--- config.mk ---
export PLATFORM = sky130hd
export DESIGN_NAME = dispatch_queue_flat
export DESIGN_NICKNAME = d
export VERILOG_FILES = /design/src/rtl/dispatch_queue_if.sv /design/src/rtl/dispatch_queue.sv /design/src/flat_wrapper.sv
export SDC_FILE = /design/constraint.sdc
export NUM_CORES = 1
export LEC_CHECK = 0
export ABC_AREA = 0
export CAP_MARGIN = 25
export CORE_UTILIZATION = 50
export CTS_BUF_LIST = sky130_fd_sc_hd__clkbuf_8
export CTS_CLUSTER_SIZE = 16
export DETAILED_ROUTE_END_ITERATION = 12
export PLACE_DENSITY = 0.78
export SETUP_SLACK_MARGIN = 0.15
export SKIP_CTS_REPAIR_TIMING = 1
export SLEW_MARGIN = 20
export SYNTH_ARGS = -nofsm -noshare
export SYNTH_HDL_FRONTEND = slang
export SYNTH_SLANG_ARGS = --single-unit
--- constraint.sdc ---
create_clock -name clk -period 25.9 [get_ports clk]
set_clock_uncertainty 0.2 [all_clocks]
set_input_delay 2.59 -clock clk [delete_from_list [all_inputs] [get_ports clk]]
set_output_delay 2.59 -clock clk [all_outputs]
set_load 0.05 [all_outputs]
--- src/rtl/dispatch_queue_if.sv ---
// Decode-to-unit bundle for dispatch_queue: master drives decode/ready, slave is the queue.
// Head outputs are registered-state only; unit readies never reach them combinationally.
`ifndef DECINFO_WIDTH
`define DECINFO_WIDTH 16
`endif
interface dispatch_queue_if #(
  parameter int DEPTH  = 4,
  parameter int BUS_W  = 64,
  parameter int FU_NUM = 8,
  parameter int INFO_W = `DECINFO_WIDTH
);
  logic                     flush_i;
  logic                     in_valid_i;
  logic                     in_ready_o;
  logic [INFO_W-1:0]        dec_info_bus_i;
  logic [31:0]              dec_imm_i;
  logic [31:0]              dec_pc_i;
  logic [31:0]              rs1_rdata_i;
  logic [31:0]              rs2_rdata_i;
  logic [FU_NUM-1:0]        fu_valid_o;
  logic [FU_NUM-1:0]        fu_ready_i;
  logic [INFO_W-1:0]        out_info_o;
  logic [31:0]              out_imm_o;
  logic [31:0]              out_pc_o;
  logic [31:0]              out_rs1_o;
  logic [31:0]              out_rs2_o;
  logic [31:0]              mem_addr_o;
  logic [BUS_W/8-1:0]       mem_wmask_o;
  logic [BUS_W-1:0]         mem_wdata_o;
  logic                     illegal_grp_o;
  logic                     misaligned_o;
  logic [$clog2(DEPTH):0]   count_o;

  modport master (
    output flush_i, in_valid_i, dec_info_bus_i, dec_imm_i, dec_pc_i,
           rs1_rdata_i, rs2_rdata_i, fu_ready_i,
    input  in_ready_o, fu_valid_o, out_info_o, out_imm_o, out_pc_o, out_rs1_o,
           out_rs2_o, mem_addr_o, mem_wmask_o, mem_wdata_o, illegal_grp_o,
           misaligned_o, count_o
  );

  modport slave (
    input  flush_i, in_valid_i, dec_info_bus_i, dec_imm_i, dec_pc_i,
           rs1_rdata_i, rs2_rdata_i, fu_ready_i,
    output in_ready_o, fu_valid_o, out_info_o, out_imm_o, out_pc_o, out_rs1_o,
           out_rs2_o, mem_addr_o, mem_wmask_o, mem_wdata_o, illegal_grp_o,
           misaligned_o, count_o
  );
endinterface

--- src/rtl/dispatch_queue.sv ---
// In-order DEPTH-entry dispatch FIFO: head issues one cycle after enqueue to unit GRP, stalls decode when full.
// Decode info: [3:0]=GRP, [7:4]=LSU op. DISP_MISALIGN_EXC_EN holds a misaligned head until flush.
`ifndef DECINFO_WIDTH
`define DECINFO_WIDTH 16
`endif
module dispatch_queue #(
  parameter int DEPTH  = 4,
  parameter int BUS_W  = 64,
  parameter int FU_NUM = 8,
  parameter int INFO_W = `DECINFO_WIDTH
) (
  input logic             clk,
  input logic             rst,
  dispatch_queue_if.slave q
);
  localparam int AW = $clog2(DEPTH);
  localparam int CW = AW + 1;
  localparam int NB = BUS_W / 8;
  localparam int OW = $clog2(NB);
  localparam logic [3:0] GRP_LSU = 4'd2;
  localparam logic [3:0] OP_SB   = 4'd8;
  localparam logic [3:0] OP_SH   = 4'd9;
  localparam logic [3:0] OP_SW   = 4'd10;

  logic [INFO_W-1:0] r_info [DEPTH];
  logic [31:0]       r_imm  [DEPTH];
  logic [31:0]       r_pc   [DEPTH];
  logic [31:0]       r_rs1  [DEPTH];
  logic [31:0]       r_rs2  [DEPTH];
  logic [31:0]       r_addr [DEPTH];
  logic [CW-1:0]     r_wptr;
  logic [CW-1:0]     r_rptr;
  logic [CW-1:0]     r_count;

  logic [AW-1:0]     w_widx;
  logic [AW-1:0]     w_ridx;
  logic              w_empty;
  logic              w_full;
  logic [INFO_W-1:0] w_head_info;
  logic [31:0]       w_head_addr;
  logic [31:0]       w_head_rs2;
  logic [3:0]        w_grp;
  logic [3:0]        w_op;
  logic              w_legal;
  logic [FU_NUM-1:0] w_sel;
  logic              w_exc_hold;
  logic              w_issue;
  logic              w_fire;
  logic              w_illegal;
  logic              w_enq;
  logic              w_deq;
  logic [OW-1:0]     w_off;
  logic [OW-1:0]     w_off_h;
  logic [OW-1:0]     w_off_w;
  logic [NB-1:0]     w_wmask;
  logic [BUS_W-1:0]  w_wdata;

  assign w_widx      = r_wptr[AW-1:0];
  assign w_ridx      = r_rptr[AW-1:0];
  assign w_empty     = (r_wptr == r_rptr);
  assign w_full      = (r_wptr[AW] != r_rptr[AW]) && (w_widx == w_ridx);
  assign w_head_info = r_info[w_ridx];
  assign w_head_addr = r_addr[w_ridx];
  assign w_head_rs2  = r_rs2[w_ridx];
  assign w_grp       = w_head_info[3:0];
  assign w_op        = w_head_info[7:4];

  assign w_legal   = (w_grp != 4'd0) && ({28'd0, w_grp} < 32'(FU_NUM));
  assign w_sel     = FU_NUM'(1) << w_grp;
  assign w_issue   = !w_empty && w_legal && !w_exc_hold;
  assign w_fire    = w_issue && |(w_sel & q.fu_ready_i);
  assign w_illegal = !w_empty && !w_legal && !w_exc_hold;
  // Flush wins over both sides: nothing written, nothing retired this cycle.
  assign w_enq     = !q.flush_i && q.in_valid_i && !w_full;
  assign w_deq     = !q.flush_i && (w_fire || w_illegal);

  always_ff @(posedge clk or posedge rst) begin
    if (rst) begin
      r_wptr  <= '0;
      r_rptr  <= '0;
      r_count <= '0;
      for (int i = 0; i < DEPTH; i++) begin
        r_info[i] <= '0;
        r_imm[i]  <= '0;
        r_pc[i]   <= '0;
        r_rs1[i]  <= '0;
        r_rs2[i]  <= '0;
        r_addr[i] <= '0;
      end
    end else if (q.flush_i) begin
      r_wptr  <= '0;
      r_rptr  <= '0;
      r_count <= '0;
    end else begin
      if (w_enq) begin
        r_info[w_widx] <= q.dec_info_bus_i;
        r_imm[w_widx]  <= q.dec_imm_i;
        r_pc[w_widx]   <= q.dec_pc_i;
        r_rs1[w_widx]  <= q.rs1_rdata_i;
        r_rs2[w_widx]  <= q.rs2_rdata_i;
        r_addr[w_widx] <= q.rs1_rdata_i + q.dec_imm_i;
        r_wptr         <= r_wptr + CW'(1);
      end
      if (w_deq) begin
        r_rptr <= r_rptr + CW'(1);
      end
      r_count <= r_count + CW'(w_enq) - CW'(w_deq);
    end
  end

  // Half/word stores snap to their size-aligned lane group.
  assign w_off   = w_head_addr[OW-1:0];
  assign w_off_h = w_off & ~OW'(1);
  assign w_off_w = w_off & ~OW'(3);

  always_comb begin
    w_wmask = '0;
    w_wdata = '0;
    if (!w_empty && (w_grp == GRP_LSU)) begin
      case (w_op)
        OP_SB: begin
          w_wmask = NB'(1) << w_off;
          w_wdata = BUS_W'(w_head_rs2[7:0]) << {w_off, 3'b000};
        end
        OP_SH: begin
          w_wmask = NB'(3) << w_off_h;
          w_wdata = BUS_W'(w_head_rs2[15:0]) << {w_off_h, 3'b000};
        end
        OP_SW: begin
          w_wmask = NB'(15) << w_off_w;
          w_wdata = BUS_W'(w_head_rs2) << {w_off_w, 3'b000};
        end
        default: ;
      endcase
    end
  end

`ifdef DISP_MISALIGN_EXC_EN
  localparam logic [3:0] OP_LH  = 4'd2;
  localparam logic [3:0] OP_LHU = 4'd3;
  localparam logic [3:0] OP_LW  = 4'd4;

  typedef enum logic {ST_RUN, ST_HOLD} state_t;
  state_t r_state;
  logic   w_head_misal;

  always_comb begin
    w_head_misal = 1'b0;
    if (!w_empty && (w_grp == GRP_LSU)) begin
      case (w_op)
        OP_LH, OP_LHU, OP_SH: w_head_misal = w_head_addr[0];
        OP_LW, OP_SW:         w_head_misal = |w_head_addr[1:0];
        default: ;
      endcase
    end
  end

  always_ff @(posedge clk or posedge rst) begin
    if (rst) begin
      r_state <= ST_RUN;
    end else begin
      case (r_state)
        ST_RUN:  if (!q.flush_i && w_head_misal) r_state <= ST_HOLD;
        ST_HOLD: if (q.flush_i) r_state <= ST_RUN;
        default: r_state <= ST_RUN;
      endcase
    end
  end

  assign w_exc_hold     = w_head_misal || (r_state == ST_HOLD);
  assign q.misaligned_o = w_head_misal;
`else
  assign w_exc_hold     = 1'b0;
  assign q.misaligned_o = 1'b0;
`endif

  assign q.in_ready_o    = !w_full;
  assign q.fu_valid_o    = w_issue ? w_sel : '0;
  assign q.illegal_grp_o = w_illegal;
  assign q.out_info_o    = w_head_info;
  assign q.out_imm_o     = r_imm[w_ridx];
  assign q.out_pc_o      = r_pc[w_ridx];
  assign q.out_rs1_o     = r_rs1[w_ridx];
  assign q.out_rs2_o     = w_head_rs2;
  assign q.mem_addr_o    = w_head_addr;
  assign q.mem_wmask_o   = w_wmask;
  assign q.mem_wdata_o   = w_wdata;
  assign q.count_o       = r_count;
endmodule
--- src/flat_wrapper.sv ---
// flat-port wrapper written by rule: the top's interface ports become plain ports
module dispatch_queue_flat 
#(
  parameter int DEPTH  = 4,
  parameter int BUS_W  = 64,
  parameter int FU_NUM = 8,
  parameter int INFO_W = `DECINFO_WIDTH
)
  (clk, rst, q_flush_i, q_in_valid_i, q_dec_info_bus_i, q_dec_imm_i, q_dec_pc_i, q_rs1_rdata_i, q_rs2_rdata_i, q_fu_ready_i, q_in_ready_o, q_fu_valid_o, q_out_info_o, q_out_imm_o, q_out_pc_o, q_out_rs1_o, q_out_rs2_o, q_mem_addr_o, q_mem_wmask_o, q_mem_wdata_o, q_illegal_grp_o, q_misaligned_o, q_count_o);
  dispatch_queue_if #(.DEPTH(DEPTH), .BUS_W(BUS_W), .FU_NUM(FU_NUM), .INFO_W(INFO_W)) q_i ();
  input logic clk;
  input logic rst;
  input wire logic [$bits(q_i.flush_i)-1:0] q_flush_i;
  input wire logic [$bits(q_i.in_valid_i)-1:0] q_in_valid_i;
  input wire logic [$bits(q_i.dec_info_bus_i)-1:0] q_dec_info_bus_i;
  input wire logic [$bits(q_i.dec_imm_i)-1:0] q_dec_imm_i;
  input wire logic [$bits(q_i.dec_pc_i)-1:0] q_dec_pc_i;
  input wire logic [$bits(q_i.rs1_rdata_i)-1:0] q_rs1_rdata_i;
  input wire logic [$bits(q_i.rs2_rdata_i)-1:0] q_rs2_rdata_i;
  input wire logic [$bits(q_i.fu_ready_i)-1:0] q_fu_ready_i;
  output wire logic [$bits(q_i.in_ready_o)-1:0] q_in_ready_o;
  output wire logic [$bits(q_i.fu_valid_o)-1:0] q_fu_valid_o;
  output wire logic [$bits(q_i.out_info_o)-1:0] q_out_info_o;
  output wire logic [$bits(q_i.out_imm_o)-1:0] q_out_imm_o;
  output wire logic [$bits(q_i.out_pc_o)-1:0] q_out_pc_o;
  output wire logic [$bits(q_i.out_rs1_o)-1:0] q_out_rs1_o;
  output wire logic [$bits(q_i.out_rs2_o)-1:0] q_out_rs2_o;
  output wire logic [$bits(q_i.mem_addr_o)-1:0] q_mem_addr_o;
  output wire logic [$bits(q_i.mem_wmask_o)-1:0] q_mem_wmask_o;
  output wire logic [$bits(q_i.mem_wdata_o)-1:0] q_mem_wdata_o;
  output wire logic [$bits(q_i.illegal_grp_o)-1:0] q_illegal_grp_o;
  output wire logic [$bits(q_i.misaligned_o)-1:0] q_misaligned_o;
  output wire logic [$bits(q_i.count_o)-1:0] q_count_o;
  assign q_i.flush_i = q_flush_i;
  assign q_i.in_valid_i = q_in_valid_i;
  assign q_i.dec_info_bus_i = q_dec_info_bus_i;
  assign q_i.dec_imm_i = q_dec_imm_i;
  assign q_i.dec_pc_i = q_dec_pc_i;
  assign q_i.rs1_rdata_i = q_rs1_rdata_i;
  assign q_i.rs2_rdata_i = q_rs2_rdata_i;
  assign q_i.fu_ready_i = q_fu_ready_i;
  assign q_in_ready_o = q_i.in_ready_o;
  assign q_fu_valid_o = q_i.fu_valid_o;
  assign q_out_info_o = q_i.out_info_o;
  assign q_out_imm_o = q_i.out_imm_o;
  assign q_out_pc_o = q_i.out_pc_o;
  assign q_out_rs1_o = q_i.out_rs1_o;
  assign q_out_rs2_o = q_i.out_rs2_o;
  assign q_mem_addr_o = q_i.mem_addr_o;
  assign q_mem_wmask_o = q_i.mem_wmask_o;
  assign q_mem_wdata_o = q_i.mem_wdata_o;
  assign q_illegal_grp_o = q_i.illegal_grp_o;
  assign q_misaligned_o = q_i.misaligned_o;
  assign q_count_o = q_i.count_o;
  dispatch_queue #(.DEPTH(DEPTH), .BUS_W(BUS_W), .FU_NUM(FU_NUM), .INFO_W(INFO_W)) u_core (.clk(clk), .rst(rst), .q(q_i));
endmodule
* After elaboration in Yosys (flattened, before gate mapping)
Cells that the tools add are included.
** Operators by class
- Add/sub/neg operators :: 5
- $mul :: 0
- Divide/modulo/power cells :: 0
- $lt $le $gt $ge :: 4
- Equal/unequal tests :: 7
- Shift operators :: 7
- Mux-type cells :: 38
- Bitwise logic cells :: 4
- Reduce and logical (&&, ||, !) cells :: 20
** Operators by type and width (number)
- bitwise mux 128 bit :: 5
- two-way mux 32 bit :: 11
- binary-select mux 32 bit (select 2 bit) :: 5
- case mux 64 bit (3 select lines) :: 1
- bitwise mux 64 bit :: 1
- demux 32 bit (select 2 bit) :: 1
- two-way mux 64 bit :: 1
- << shifter 16 x 6 -> 64 bit :: 1
- << shifter 32 x 6 -> 64 bit :: 1
- << shifter 8 x 6 -> 64 bit :: 1
- two-way mux 16 bit :: 3
- adder 32 bit :: 1
- binary-select mux 16 bit (select 2 bit) :: 1
- demux 16 bit (select 2 bit) :: 1
- case mux 8 bit (3 select lines) :: 1
- two-way mux 8 bit :: 2
- two-way mux 3 bit :: 5
- equality test 4 bit, second input constant :: 3
- logical AND 1 bit :: 10
- AND 8 bit :: 1
- OR reduction 8 bit :: 1
- << shifter 1 x 3 -> 8 bit, first input constant :: 1
- << shifter 1 x 4 -> 8 bit, first input constant :: 1
- << shifter 2 x 3 -> 8 bit, first input constant :: 1
- 18 further kinds :: 25
** Word-level totals
- Flip-flop bits (word level) :: 713
- Bits in latches :: 0
- Memory bits (writable) :: 0
- ROM bits :: 0
- Bits of input ports :: 156
- Word-level logic and storage cells :: 112
- Memories :: 0

* Longest topological paths before layout
Gate-level depths: netlist of the first run.
- Word-level depth :: 12
- Gate-level depth with buffers :: 14

* Worst setup path before layout of the first run
Ideal clock, no wire load.
- Path kind :: flip-flop to output port
- Start :: register u_core.r_rptr[0]
- End :: output port q_mem_wdata_o[32]
- Arrival :: 3321 ps
- Data required time :: 23110 ps
- Slack :: 19789 ps
- Stages on the path, launching flop included :: 10
- Buffers on the path :: 3
- Cells stage by stage :: dfrtp_1 -> buf_6 -> mux4_2 -> clkbuf_1 -> nand2b_1 -> nor2_4 -> nand3_4 -> or2_1 -> buf_2 -> nor2_1
** Between the ends
- Cells in the longest elaborated chain, start to end :: 7
- Elaborated cells on any way between the ends :: 22
- Classes of those cells :: 5 x eq/ne; 3 x shift; 11 x mux; 1 x bitwise; 2 x reduce/logical
** RTL lines
- start: declaration :: RTL line dispatch_queue.sv:32 : logic [CW-1:0] r_rptr;
- start signal: assignment :: RTL line dispatch_queue.sv:105 : r_rptr <= r_rptr + CW'(1);
- inverter 2 -> 3 bit (not written as such) :: RTL line dispatch_queue.sv:62 : assign w_head_info = r_info[w_ridx];
- binary-select mux 16 bit (select 2 bit) :: RTL line dispatch_queue.sv:62
- two-way mux 16 bit (not written as such) (2 in a row) :: RTL line dispatch_queue.sv:62
- net q_out_info_o[1] :: RTL line flat_wrapper.sv:23 : output wire logic [$bits(q_i.out_info_o)-1:0] q_out_info_o;
- equality test 4 x 2 -> 1 bit :: RTL line dispatch_queue.sv:119 : if (!w_empty && (w_grp == GRP_LSU)) begin
- logical AND 1 bit :: RTL line dispatch_queue.sv:119
- two-way mux 64 bit :: RTL line dispatch_queue.sv:119
- end: declaration :: RTL line flat_wrapper.sv:30 : output wire logic [$bits(q_i.mem_wdata_o)-1:0] q_mem_wdata_o;
The timed path passes the listed nets, and every way through them passes these cells. The select of a mux whose other input is x is not followed.

* Worst setup path in the final report of the first run
- Start :: register u_core.r_rptr[0]
- End :: output port q_mem_wdata_o[37]
** Between the ends
- Cells in the longest elaborated chain, start to end :: 7
- Elaborated cells on any way between the ends :: 22
- Classes of those cells :: 5 x eq/ne; 3 x shift; 11 x mux; 1 x bitwise; 2 x reduce/logical
** RTL lines
- inverter 2 -> 3 bit (not written as such) :: RTL line dispatch_queue.sv:62, dispatch_queue.sv:63, dispatch_queue.sv:64
- binary-select mux 32 bit (select 2 bit) (tied with other cells) :: RTL line dispatch_queue.sv:64 : assign w_head_rs2 = r_rs2[w_ridx];
- two-way mux 32 bit (not written as such) (tied with other cells) (2 in a row) :: RTL line dispatch_queue.sv:64
- << shifter 32 x 6 -> 64 bit (tied with other cells) :: RTL line dispatch_queue.sv:131 : w_wdata = BUS_W'(w_head_rs2) << {w_off_w, 3'b000};
- case mux 64 bit (3 select lines) / logical AND 1 bit (equally long branches) :: RTL line dispatch_queue.sv:120, dispatch_queue.sv:119
- two-way mux 64 bit * :: RTL line dispatch_queue.sv:119
Mark *: on every way between the ends. The rest lies on a longest branch, timed or not. The select of a mux whose other input is x is not followed.

==> qor.yml, run 1 <==
critical_path_class: "reg2out"
status: "finished clean"
synth.distinct_cells: 66
viasPerCell: 5.66
setup_viol: 0
leakage_uw: 0.0200
yosysSeqAreaShare_pct: 52.6
start_kind: "flip-flop"
final_util_pct: 61.2
num_rows: 95
synth_cells: 3638
hold_class: "reg2reg"
cts.sinks: 713
fillCellCount: 5474
cp_data_required_time_ns: 23.11
cts_made_buffers: 116
p_per_area_nw_per_um2: 116
drive_above_1_share_pct: 10.3
drv_cap: 0
clk_latency_ns: 0.73
initial_core_util_pct: 50.5
firstDrtPassIters: 6
p_int_uw: 2810
rsz0062_at_grt: "no"
max_slew.worst_pin.slew_ns: 1.07
hpwl_um: 61300
end_kind: "output port"
synth.avg_cell_area_sq_um: 9.32
ir_drop_v: 0.0000880
via_count: 28000
portBuffers: 414
hold_viol_final: 0
synth-edff-count: 0
drv_slew: 0
syn_area_sq_um: 33900
wl_um: 98400
gp_congestion: 0.893
ys_seq_elements: 713
track_usage_pct: 28.8
die_x_um: 262
clockBufferDepth: 3
critPathArrivalTime_ns: 5.55
core_sq_um: 67200
hp-start: "u_core.r_rs1[94]"
clk_pin_slew_ns: 0.06
p_switching_uw: 1960
synth-async-reset-ratio_pct: 100
hold_slack_ns: 0.269
synth_area_leaders: "dfrtp_1 (53%), nand2_1 (21%), mux4_2 (12%), o21ai_0 (2.1%), clkbuf_1 (2.0%)"
ys.flop_type: "dfrtp_1"
combPwrFrac_pct: 42.8
layout_common_cells: "nand2_1 (1879), dfrtp_1 (711), clkdlybuf4s50_1 (414), mux4_2 (176), clkbuf_8 (147)"
cts_tree: "built"
stdcell_count: 4954
die_y_um: 262
r2r_start: "u_core.r_rptr[1]"
yosysTopAreaCellShare_pct: 52.6
period_share_pct: 32.2
root_buffer: "clkbuf_8"
place_inst: 4730
fmax_ghz: 0.120
maxSlewHeadroom_pct: 28.8
grt.overflow.total: 0
grt_pass1_wl_um: 158000
final_common_cell: "nand2_1"
drt_iter0_markers: 2722
synth_warnings: 0
power.share.clock_pct: 21.3
swShare_pct: 41.1
wl_per_cell_um: 19.9
drc_errors: 0
antenna_found_initial: 8
place_area_sq_um: 38600
pin_count: 418
grt_max_degree: 157
syn2layout_area_growth_pct: 21.2
path_max_fanout: 44
cp-startpoint: "u_core.r_rptr[0]"
fin_nets: 4173
seq_power_share_pct: 35.9
setup_tns_ns: 0
fin_crit_ns: 8.34
htreeDepth: 3
antenna_left: 0
grt_pass1_vias: 28400
synth_top_area_cell: "dfrtp_1"
design_area_sq_um: 41100
die_area_sq_um: 68900
-- metal layers --
layer / GRT usage (%) / vias up / wire length (um) / part of all wire, %
li1: - / 12600 / - / -
met1: 37.6 / 13900 / 38600 / 39
met2: 46.9 / 1315 / 47600 / 48
met3: 5.68 / 198 / 8290 / 8.4
met4: 13.0 / 4 / 3870 / 3.9
met5: 0 / - / 26 / 0.026
-- cell type report --
cell class / count / area [sq um] / share of cell area (%)
sequential: 713 / 17800 / 43.4
timing repair buffer: 448 / 4470 / 10.9
inverter: 32 / 128 / 0.311
clock buffer: 147 / 2020 / 4.92
multi-input combinational: 2666 / 15100 / 36.7
tap: 873 / 1090 / 2.66
antenna: 7 / 17.5 / 0.0426
clock inverter: 68 / 423 / 1.03
-- synth_stat cells, types with 7 or more instances --
cell	number
a21o_1	9
a21oi_1	51
a222oi_1	16
a22o_1	16
a22oi_1	17
and3_1	12
buf_1	10
buf_2	34
clkbuf_1	179
dfrtp_1	713
ha_1	38
inv_1	31
mux2i_1	14
mux4_2	176
nand2_1	1882
nand2b_1	11
nand3_1	16
nand4_1	15
nor2_1	96
nor2_2	12
nor3_1	12
o211ai_1	7
o21a_1	7
o21ai_0	142
o31ai_1	8
xnor2_1	16
xor2_1	14
-- power groups by stage --
stage / Combinational, uW / Sequential (uW) / Clock [uW]
floorplan: 1530 / 1650 / 0
global placement: 2000 / 1700 / 0
detailed placement: 2030 / 1720 / 0
CTS: 2040 / 1700 / 1030
global route: 2170 / 1750 / 1080
finish: 2040 / 1710 / 1010
-- worst paths after layout --
kind                                endpoint  slack, ns  cells after the start
hold reg to reg             u_core.r_rs1[94]       0.27                      2
min in group asynchronous  u_core.r_info[57]       2.23                      2
setup reg to reg             u_core.r_pc[66]      20.83                      9
max in group asynchronous   u_core.r_rs1[59]      20.19                      5
hold / removal              u_core.r_rs1[94]       0.27                      2
setup / recovery           q_mem_wdata_o[37]      17.56                      8
-- sequential cells by signal, summed over array words and instances (netlist names) --
register / count
u_core.r_pc: 128
u_core.r_rs2: 128
u_core.r_imm: 128
u_core.r_addr: 128
u_core.r_info: 64
u_core.q.count_o: 3
u_core.r_rs1: 128
u_core.r_wptr: 3
u_core.r_rptr: 3
-- metrics by stage --
stage	worst slack, ns	power, uW
2_1_floorplan	3.11	3180
3_3_place_gp	18.36	3690
3_5_place_dp	18.37	3750
4_1_cts	17.55	4770
5_1_grt	17.32	5000
6_report	17.56	4760
-- logic make-up after synthesis --
| group | share of synthesized area [%] |
|---|---|
| other | 0.0111 |
| flip-flops | 52.6 |
| buffers and inverters | 3.08 |
| adder cells (fa/ha/maj) | 1.52 |
| AO/OA/AOI/OAI | 5.76 |
| multiplexers | 12.2 |
| AND/OR/NAND/NOR | 24.0 |
| XOR/XNOR | 0.775 |
-- critical path, cell delays in order, from the launching register on --
cell and delay, ns:
dfrtp_4 0.75, buf_4 0.52, mux4_2 0.66, or3_1 0.46
nor2_4 0.18, nand3_4 0.42, or2_1 0.50, nor2_1 0.40
clkdlybuf4s50_1 0.89
Note: power is estimated with default switching activity, not from simulation.
==> run 2, diff against run 1 <==
==> constraint.sdc (replaced) <==
create_clock -name clk -period 8.17 [get_ports clk]
set_clock_uncertainty 0.2 [all_clocks]
set_input_delay 0.817 -clock clk [delete_from_list [all_inputs] [get_ports clk]]
set_output_delay 0.817 -clock clk [all_outputs]
set_load 0.05 [all_outputs]
==> qor.yml, run 2 (same netlist as run 1, synthesis figures left out) <==
status: "finished clean"  # unchanged
hpwl_um: 61400  # was 61300 um
track_usage_pct: 28.8  # about the same
syn2layout_area_growth_pct: 20.8  # was 21.2%
drc_errors: 0  # unchanged
pin_count: 418  # unchanged
hold_end: "u_core.r_pc[19]"  # was u_core.r_rs1[94]
crit_family: "simple AND/OR/NAND/NOR gates"  # unchanged
clk_pin_slew_ns: 0.06  # about the same
drv_slew: 0  # unchanged
via_count: 27900  # was 28000
holdPathStages: 2  # unchanged
start_kind: "flip-flop"  # unchanged
grt_max_degree: 148  # was 157
maxSlewHeadroom_pct: 29.3  # was 28.8%
gp_congestion: 0.915  # was 0.893
clk_latency_ns: 0.73  # about the same
ir_drop_v: 0.000262  # was 0.0000880 V
final_common_cell: "nand2_1"  # unchanged
initial_core_util_pct: 50.5  # unchanged
setup_ws_ns: 1.92  # was 17.56 ns
max_slew.worst_pin.slew_ns: 1.06  # was 1.07 ns
fin_crit_ns: 6.25
hp-start: "u_core.r_pc[19]"  # was u_core.r_rs1[94]
cts_made_buffers: 116  # unchanged
wl_per_cell_um: 19.8  # was 19.9 um
multi_input_area_sq_um: 15100  # unchanged
fin_nets: 4172  # was 4173
die_y_um: 262  # unchanged
antenna_left: 0  # unchanged
path_buf_inv: 1  # was 2
cpPeakStageDelay_ns: 1.08  # was 0.89 ns
layout_common_cells: "nand2_1 (1879), dfrtp_1 (711), clkdlybuf4s50_1 (414), mux4_2 (176), o21ai_0 (142)"  # was nand2_1 (1879), dfrtp_1 (711), clkdlybuf4s50_1 (414), mux4_2 (176), clkbuf_8 (147)
grt.busiest_layer: "met2"  # unchanged
met1_usage_pct: 37.4  # was 37.6%
critPathArrivalTime_ns: 5.23  # was 5.55 ns
core_sq_um: 67200  # unchanged
period_share_pct: 76.5
drv_cap: 0  # unchanged
setup_tns_ns: 0  # unchanged
fmax_ghz: 0.160
r2r_slack_ns: 3.91  # was 20.83 ns
antenna_found_initial: 8  # unchanged
place_worst_setup_slack_ns: 2.75  # was 18.37 ns
p_per_area_nw_per_um2: 365  # was 116 nW/um^2
htreeDepth: 3  # unchanged
num_rows: 95  # unchanged
critical_path_class: "reg2out"  # unchanged
hold_slack_ns: 0.266  # was 0.269 ns
met3_usage_pct: 5.73  # was 5.68%
clockBufferDepth: 3  # unchanged
worstReg2RegEnd: "u_core.r_pc[67]"  # was u_core.r_pc[66]
wl_um: 98200  # was 98400 um
cp_cell_sequence: "mux4_2 -> or3_1 -> nor2_4 -> nand3_4 -> or2_1 -> nor2_1 -> clkdlybuf4s50_1"  # was buf_4 -> mux4_2 -> or3_1 -> nor2_4 -> nand3_4 -> or2_1 -> nor2_1 -> clkdlybuf4s50_1
grt_use_met2_pct: 46.2  # was 46.9%
fillCellCount: 5444  # was 5474
reg2reg_depth: 7  # was 9
die_area_sq_um: 68900  # unchanged
drt_iter0_markers: 2910  # was 2722
cts.sinks: 713  # unchanged
setup_viol: 0  # unchanged
cp_data_required_time_ns: 7.15  # was 23.11 ns
grt_pass1_vias: 28500  # was 28400
firstDrtPassIters: 8  # was 6
leakage_uw: 0.0199  # was 0.0200 uW
drive_above_1_share_pct: 10.1  # was 10.3%
root_buffer: "clkbuf_8"  # unchanged
rsz0062_at_grt: "no"  # unchanged
r2r_start: "u_core.r_rptr[1]"  # unchanged
portBuffers: 414  # unchanged
viasPerCell: 5.64  # was 5.66
grt.overflow.total: 0  # unchanged
critPathSlowestCell: "dfrtp_4"  # was clkdlybuf4s50_1
hold_viol_final: 0  # unchanged
path_max_fanout: 59  # was 44
cts_tree: "built"  # unchanged
end_kind: "output port"  # unchanged
seqCellArea_sq_um: 17800  # unchanged
hold_class: "reg2reg"  # unchanged
grt_pass1_wl_um: 157000  # was 158000 um
die_x_um: 262  # unchanged
==> run 2: changes by cell type in the layout (fill, tap and decap cells not counted), sizes merged <==
cell      before  now
clkbuf       147  136
clkinvlp       1    2
bufinv         4    3
buf           34   33
inv           78   80
clkinv        17   19
==> run 2: area by class of cell <==
class                   count  area share (%)
repair buffers            447            11.0
clock inverters            72            1.05
multi-input cells        2666            36.8
flip-flops and latches    713            43.6
inverters                  32           0.302
clock buffers             136            4.57
diodes                      7          0.0428
well taps                 873            2.67
==> run 2: worst reg2reg max path, stage by stage (launching register included) <==
cell	delay [ns]
dfrtp_4	1.08
xor2_1	0.23
o31ai_1	0.49
nor2_1	0.30
nand2_4	0.64
buf_4	0.86
nand2_1	0.28
nand2_1	0.10
==> run 2: per-stage QoR <==
step	power, uW	util, %	instances	area, sq um
final	14900	61.0	4946	41000
after global routing	15700	61.0	4943	41000
after CTS	15000	60.9	4938	40900
after detailed placement	11900	57.5	4730	38600
after global placement	11700	57.5	4730	38600
after floorplan	10100	-	3639	33900
==> run 2: power breakdown <==
part / internal, uW / switching [uW] / total, uW
sequential: 4730 / 717 / 5450
combinational: 2420 / 4000 / 6420
clock: 1610 / 1460 / 3070
total: 8760 / 6180 / 14900
==> run 2: how the worst max path moves through the flow <==
stage,startpoint,end,slack (ns),cells past startpoint
floorplan,rst,u_core.q.count_o[0],-2.61,1
global placement,u_core.r_rptr[0],q_mem_wdata_o[60],2.72,6
detailed placement,u_core.r_rptr[0],q_mem_wdata_o[28],2.75,6
CTS,u_core.r_rptr[0],q_mem_wdata_o[60],1.93,6
global route,u_core.r_rptr[0],q_mem_wdata_o[60],1.74,6
finish,u_core.r_rptr[1],q_mem_wdata_o[36],1.92,7
==> run 2: per-layer routing <==
| layer | vias up | routed length (um) | part of all wire, % |
|---|---|---|---|
| met5 | - | 13 | 0.013 |
| met4 | 2 | 4260 | 4.3 |
| met3 | 230 | 7920 | 8.1 |
| met2 | 1311 | 46900 | 48 |
| met1 | 13700 | 39100 | 40 |
| li1 | 12600 | - | - |
